===== src/rtl/wb_regfile.sv =====
// Writeback stage: result select, 32-entry integer register file with
// write-through read bypass, and a retired-instruction counter.
module wb_regfile #(
  parameter int DATA_WIDTH = 32,
  parameter int NUM_REGS   = 32,
  parameter int CNT_WIDTH  = 64,
  localparam int IDX_W     = $clog2(NUM_REGS)
) (
  input  logic                  clk,
  input  logic                  rst_n,
  input  logic                  regWrite_w,
  input  logic [1:0]            resultSrc_w,
  input  logic [DATA_WIDTH-1:0] aluResult_w,
  input  logic [DATA_WIDTH-1:0] readData_w,
  input  logic [DATA_WIDTH-1:0] pcPlus4_w,
  input  logic [IDX_W-1:0]      destinationReg_w,
  input  logic                  retire_w,
  input  logic [IDX_W-1:0]      rs1_d,
  input  logic [IDX_W-1:0]      rs2_d,
  output logic [DATA_WIDTH-1:0] rd1_d,
  output logic [DATA_WIDTH-1:0] rd2_d,
  output logic [DATA_WIDTH-1:0] result_w,
  output logic [CNT_WIDTH-1:0]  instret
);

  logic [DATA_WIDTH-1:0] regs [NUM_REGS];
  logic                  wr_en;

  always_comb begin
    result_w = '0;
    case (resultSrc_w)
      2'b00:   result_w = aluResult_w;
      2'b01:   result_w = readData_w;
      2'b10:   result_w = pcPlus4_w;
      default: result_w = '0;
    endcase
  end

  assign wr_en = regWrite_w && (destinationReg_w != '0);

  // Entry 0 is held at zero forever and never read, so it folds away.
  always_ff @(posedge clk or negedge rst_n) begin
    if (!rst_n) begin
      for (int i = 0; i < NUM_REGS; i++) begin
        regs[i] <= '0;
      end
    end else if (wr_en) begin
      regs[destinationReg_w] <= result_w;
    end
  end

  always_ff @(posedge clk or negedge rst_n) begin
    if (!rst_n) begin
      instret <= '0;
    end else if (retire_w) begin
      instret <= instret + {{(CNT_WIDTH-1){1'b0}}, 1'b1};
    end
  end

  // Same-cycle write is forwarded so decode never sees a stale entry.
  always_comb begin
    rd1_d = regs[rs1_d];
    if (rs1_d == '0) begin
      rd1_d = '0;
    end else if (regWrite_w && (rs1_d == destinationReg_w)) begin
      rd1_d = result_w;
    end
  end

  always_comb begin
    rd2_d = regs[rs2_d];
    if (rs2_d == '0) begin
      rd2_d = '0;
    end else if (regWrite_w && (rs2_d == destinationReg_w)) begin
      rd2_d = result_w;
    end
  end

endmodule


===== config.mk =====
export PLATFORM = sky130hd
export DESIGN_NAME = wb_regfile
export DESIGN_NICKNAME = d
export VERILOG_FILES = /design/src/rtl/wb_regfile.sv
export SDC_FILE = /design/constraint.sdc
export NUM_CORES = 2
export LEC_CHECK = 0
export ABC_CLOCK_PERIOD_IN_PS = 2450
export BUFFER_PORTS_ARGS = -buffer_cell sky130_fd_sc_hd__buf_2
export CAP_MARGIN = 10
export CORE_MARGIN = 3
export CORE_UTILIZATION = 29
export CTS_CLUSTER_SIZE = 30
export DETAILED_ROUTE_END_ITERATION = 12
export PLACE_DENSITY = 0.45
export SYNTH_ARGS = -nofsm -noshare
export SYNTH_HDL_FRONTEND = slang
export SYNTH_SLANG_ARGS = --single-unit

===== constraint.sdc =====
create_clock -name clk -period 2.45 [get_ports clk]
set_input_delay 0.49 -clock clk [delete_from_list [all_inputs] [get_ports clk]]
set_output_delay 0.49 -clock clk [all_outputs]
set_load 0.02 [all_outputs]

## Word-level counts from Yosys, hierarchy flattened

Index checks and enable logic that the tools add are counted.

| operators by class | value |
|---|---|
| shift-type cells | 0 |
| $add $sub $neg | 1 |
| $mul | 0 |
| muxes and demuxes | 14 |
| bitwise logic cells | 3 |
| reductions and logical operators | 8 |
| equality and inequality tests | 4 |
| $lt $le $gt $ge | 4 |
| div/mod/pow operators | 0 |

Operators by type and width:

| operator | number |
|---|---|
| $bwmux W1024 | 1 |
| $bmux W32 S5 | 2 |
| $mux W32 | 9 |
| $demux W32 S5 | 1 |
| $pmux W32 S3 | 1 |
| $add A64 B1 Y64 const B | 1 |
| $ge A6 B6 Y1 const B | 3 |
| $not A5 Y6 | 3 |
| $eq A5 B5 Y1 | 2 |
| $logic_not A5 Y1 | 2 |
| $lt A6 B1 Y1 const B | 1 |
| $reduce_bool A5 Y1 | 1 |
| $logic_and A1 B1 Y1 | 4 |
| $eq A2 B1 Y1 const B | 1 |
| $eq A2 B2 Y1 const B | 1 |
| $logic_not A2 Y1 | 1 |

| storage, ports and cells | value |
|---|---|
| bits in read-only memories | 0 |
| latch bits | 0 |
| input bits | 117 |
| output and inout bits | 160 |
| logic and storage cells | 67 |
| register bits | 1,088 |
| memories | 0 |
| memory bits (writable) | 0 |

## Depth between registers and ports, before layout

| depth | value |
|---|---|
| depth in word-level cells | 6 |
| gate-level depth with buffers | 10 |
| gate-level depth less buffers | 6 |

## Worst setup path after synthesis

OpenSTA, ideal clock, no wires.

| path | value |
|---|---|
| path kind | input to output |
| start point | input rs1_d[1] |
| end point | output rd1_d[11] |
| arrival time | 2.335 ns |
| path slack | -0.375 ns |
| stages on the path | 9 |
| path buffers | 5 |
| path through | buf_4 > buf_4 > buf_4 > buf_4 > buf_4 > nor2_1 > o32ai_1 > nor3_1 > a211oi_1 |

| on the way | value |
|---|---|
| cells in the longest elaborated chain, start to end | 6 |
| elaborated cells between the ends (all ways) | 9 |
| classes of those cells | 1 x eq/ne; 5 x mux; 1 x bitwise; 2 x reduce/logical |

Ends and longest elaborated chain:

| element | RTL line | source |
|---|---|---|
| start: declaration | 18 | `input logic [IDX_W-1:0] rs1_d,` |
| $not A5 Y6 (not written as such) | 62 | `rd1_d = regs[rs1_d];` |
| $bmux W32 S5 | 62 |  |
| $mux W32 (not written as such) (2 in series) | 62 |  |
| $mux W32 | 65 | `end else if (regWrite_w && (rs1_d == destinationReg_w)) begin` |
| $mux W32 (*) | 63 | `if (rs1_d == '0) begin` |
| end: declaration | 20 | `output logic [DATA_WIDTH-1:0] rd1_d,` |

Mark *: on every way between the ends. The rest lies on a longest branch, timed or not. The select of a mux whose other input is x is not followed.

## Worst setup path after layout

| path | value |
|---|---|
| start point | register regs[326] (netlist bit) |
| end point | output rd1_d[6] |

| on the way | value |
|---|---|
| cells in the longest elaborated chain, start to end | 5 |

Ends and longest elaborated chain:

| element | RTL line | source |
|---|---|---|
| start: declaration | 26 | `logic [DATA_WIDTH-1:0] regs [NUM_REGS];` |
| start signal: indexed assignment | 48 | `regs[destinationReg_w] <= result_w;` |
| $bmux W32 S5 | 62 |  |
| $mux W32 (not written as such) (2 in series) | 62 |  |
| $mux W32 | 65 |  |
| $mux W32 | 63 |  |

No other way between the ends. The select of a mux whose other input is x is not followed.

==> flow_summary.json <==
{
  "die_y_um": 447,
  "path_class": "reg2out",
  "syn_area_um2": 56300,
  "synthesis.nets": 5413,
  "fmax_mhz": 311,
  "skew_ps": 24.6,
  "path_max_fanout": 3,
  "busiest_layer": "met2",
  "cellPowerDensity_nw_per_um2": 785,
  "setup_violations": 64,
  "leakagePower_uw": 0.0326,
  "n_fill_cell": 18700,
  "synth_area_leaders": "dfrtp_1, mux4_2, a21oi_1, o21ai_0, nor2_1",
  "critPathLaunchType": "register",
  "dr_total_vias": 47200,
  "final_nets": 6138,
  "yosys_warnings": 0,
  "viasPerCell": 5.46,
  "overflow": 0,
  "finalPower_uw": 58900,
  "grt.met1_usage": 0.333,
  "slew_viol_final": 0,
  "synth_ff_type": "dfrtp_1",
  "cts_tree": "done",
  "synth_edf_count": 0,
  "detail_route.iter0.violations": 4476,
  "ys_async_sr_fraction": 1.00,
  "cts-root-buf": "clkbuf_16",
  "syn_area_per_cell_um2": 10.6,
  "syn_to_final_growth_pct": 33.2,
  "cts_sinks": 1088,
  "synth_area_leader_cell": "dfrtp_1",
  "num_rows": 161,
  "gr-usage-all-layers": 0.249,
  "grt_pass1_vias": 47000,
  "maxCapViolCount": 0,
  "worst_pin_slew_ps": 767,
  "hold_viol_final": 0,
  "routabilityCongestion": 0.872,
  "layout-drive-gt1-share": 0.358,
  "synth_top_area_share": 0.483,
  "die_x_um": 447,
  "antenna_found_initial": 8,
  "die_area_um2": 200000,
  "drt_first_pass_iters": 5,
  "finalCriticalPeriod_ps": 3210,
  "ir_drop_v": 0.000445,
  "grt_max_degree": 102,
  "ff2ff_setup_slack_ps": 370,
  "htreeDepth": 4,
  "critical_path_required_ps": 1960,
  "start_util": 0.292,
  "place_inst": 8256,
  "arrival_ps": 2720,
  "drc": 0,
  "clock_latency_ps": 770,
  "dpl.hpwl_um": 170000,
  "final_cells": 8652,
  "grt_pass1_wl_um": 357000,
  "grt_setup_unrepaired": "yes",
  "final_util": 0.389,
  "synth_seq_cells": 1088,
  "yosysUniqueCellTypes": 64,
  "layout_setup_ws_ps": -765,
  "path_clk_slew_ps": 60,
  "wl_per_cell_um": 29.1,
  "hold_class": "in2async",
  "status": "finished, violations left",
  "met3_usage": 0.0430,
  "relSlewSlack": 0.488,
  "io_buffers": 276,
  "ant_nets": 0,
  "ios": 277,
  "synth_cells": 5295,
  "finalWirelength_um": 251000,
  "met2_usage": 0.397,
  "setup_tns_ps": -33240,
  "ys_seq_area_frac": 0.483,
  "post-route-period-util": 1.31,
  "endpoint_kind": "primary output",
  "core_um2": 193000,
  "numCtsBuffers": 131,
  "cts_buffer_depth": 3,
  "violations": "setup timing"
}
[power breakdown]
part / internal [uW] / total, uW / switching (uW)
sequential: 21400 / 24200 / 2740
clock: 11800 / 20100 / 8310
combinational: 7620 / 14600 / 7020
[repair_timing]
action                                 4_1_cts  5_1_grt
setup buffers                              113       48
resized for setup                          371      147
cloned                                      11        3
hold buffers                                 2        0
endpoints found under the hold margin      335        0
setup endpoints to repair                   84       77
pin swaps                                  115       88
[flip-flops by register name (all words and copies together), names as in the netlist]
signal	cells
regs	1024
instret	64
[cells by family (layout without fill, tap and decap cells)]
family	Yosys count	in the layout	synth area share
buffers and inverters	590	1415	0.0453
DFF	1088	1088	0.483
muxes	627	627	0.210
AOI/OAI and AO/OA	1428	1428	0.137
other	0	6	0
and+or+nand+nor	1488	1488	0.112
adders and majority gates	1	1	0.000222
xor gates and xnor gates	73	73	0.0113
[per-stage QoR]
| step | setup slack [ps] | cell area, um2 | hold WS, ps |
|---|---|---|---|
| 4_1_cts | -802 | 74100 | 123 |
| 5_1_grt | -831 | 75000 | 162 |
| 3_3_place_gp | -1130 | 66900 | 350 |
| 6_report | -765 | 75000 | 172 |
| 2_1_floorplan | -77.9 | 57100 | 194 |
| 3_5_place_dp | -1160 | 66900 | 348 |
[routing by layer]
| layer | part of all wire | wire length [um] |
|---|---|---|
| met1 | 0.43 | 108000 |
| met2 | 0.47 | 118000 |
| met3 | 0.058 | 14600 |
| met4 | 0.045 | 11300 |
| met5 | 0.00011 | 27 |
[path summary, 6_finish.rpt]
kind | startpoint | end | cells after the start
worst max-delay path | regs[326] | rd1_d[6] | 7
worst min-delay path | rst_n | regs[912] | 2
worst max register to register | instret[8] | instret[44] | 6
worst min register to register | regs[1022] | regs[1022] | 0
max in group asynchronous | rst_n | regs[64] | 4
min in group clk | readData_w[26] | regs[314] | 4
[cell type report]
type / instances / area (um2) / share of cell area
flip-flops and latches: 1088 / 27200 / 0.363
clock buffers: 197 / 3970 / 0.0530
inverters: 48 / 191 / 0.00255
multi-input cells: 3617 / 28500 / 0.380
diodes: 6 / 15.0 / 0.000200
well taps: 2526 / 3160 / 0.0421
clock inverters: 36 / 405 / 0.00540
repair buffers: 1134 / 11500 / 0.154
[worst max-delay path, stage by stage (launching register included)]
cell and delay [ps]:
dfrtp_1 390, mux4_2 530, mux2i_4 210, nand2_4 120
a31oi_4 350, buf_6 150, a21oi_2 50, buf_6 130
[synth_stat cells, types with 59 or more instances]
cell,instances
a21oi_1,583
mux4_2,439
nor2_1,623
buf_2,96
mux2i_1,129
mux2_2,59
nand2_1,585
nand3_1,68
o21ai_0,550
clkbuf_1,392
dfrtp_1,1088
o22ai_1,155
[cell usage in the layout (no fill, tap or decap), drive strengths merged, types with 11 or more instances in the layout]
cell type	synthesis	routed
a221oi	11	11
nor2b	25	25
inv	47	52
nor2	627	627
o21ai	559	559
nand4	17	17
mux2	59	59
mux4	439	439
clkbuf	392	200
a21oi	583	583
dfrtp	1088	1088
a211oi	32	32
a22o	18	18
or4	19	19
clkinv	1	22
xnor2	31	31
nand3	69	69
buf	150	1124
o21a	13	13
nand3b	11	11
nand2b	18	18
a31oi	14	14
nor4	32	32
o22ai	155	155
nor3	46	46
nand2	587	587
xor2	42	42
mux2i	129	129
No activity file was read; power rests on OpenSTA's default activity.
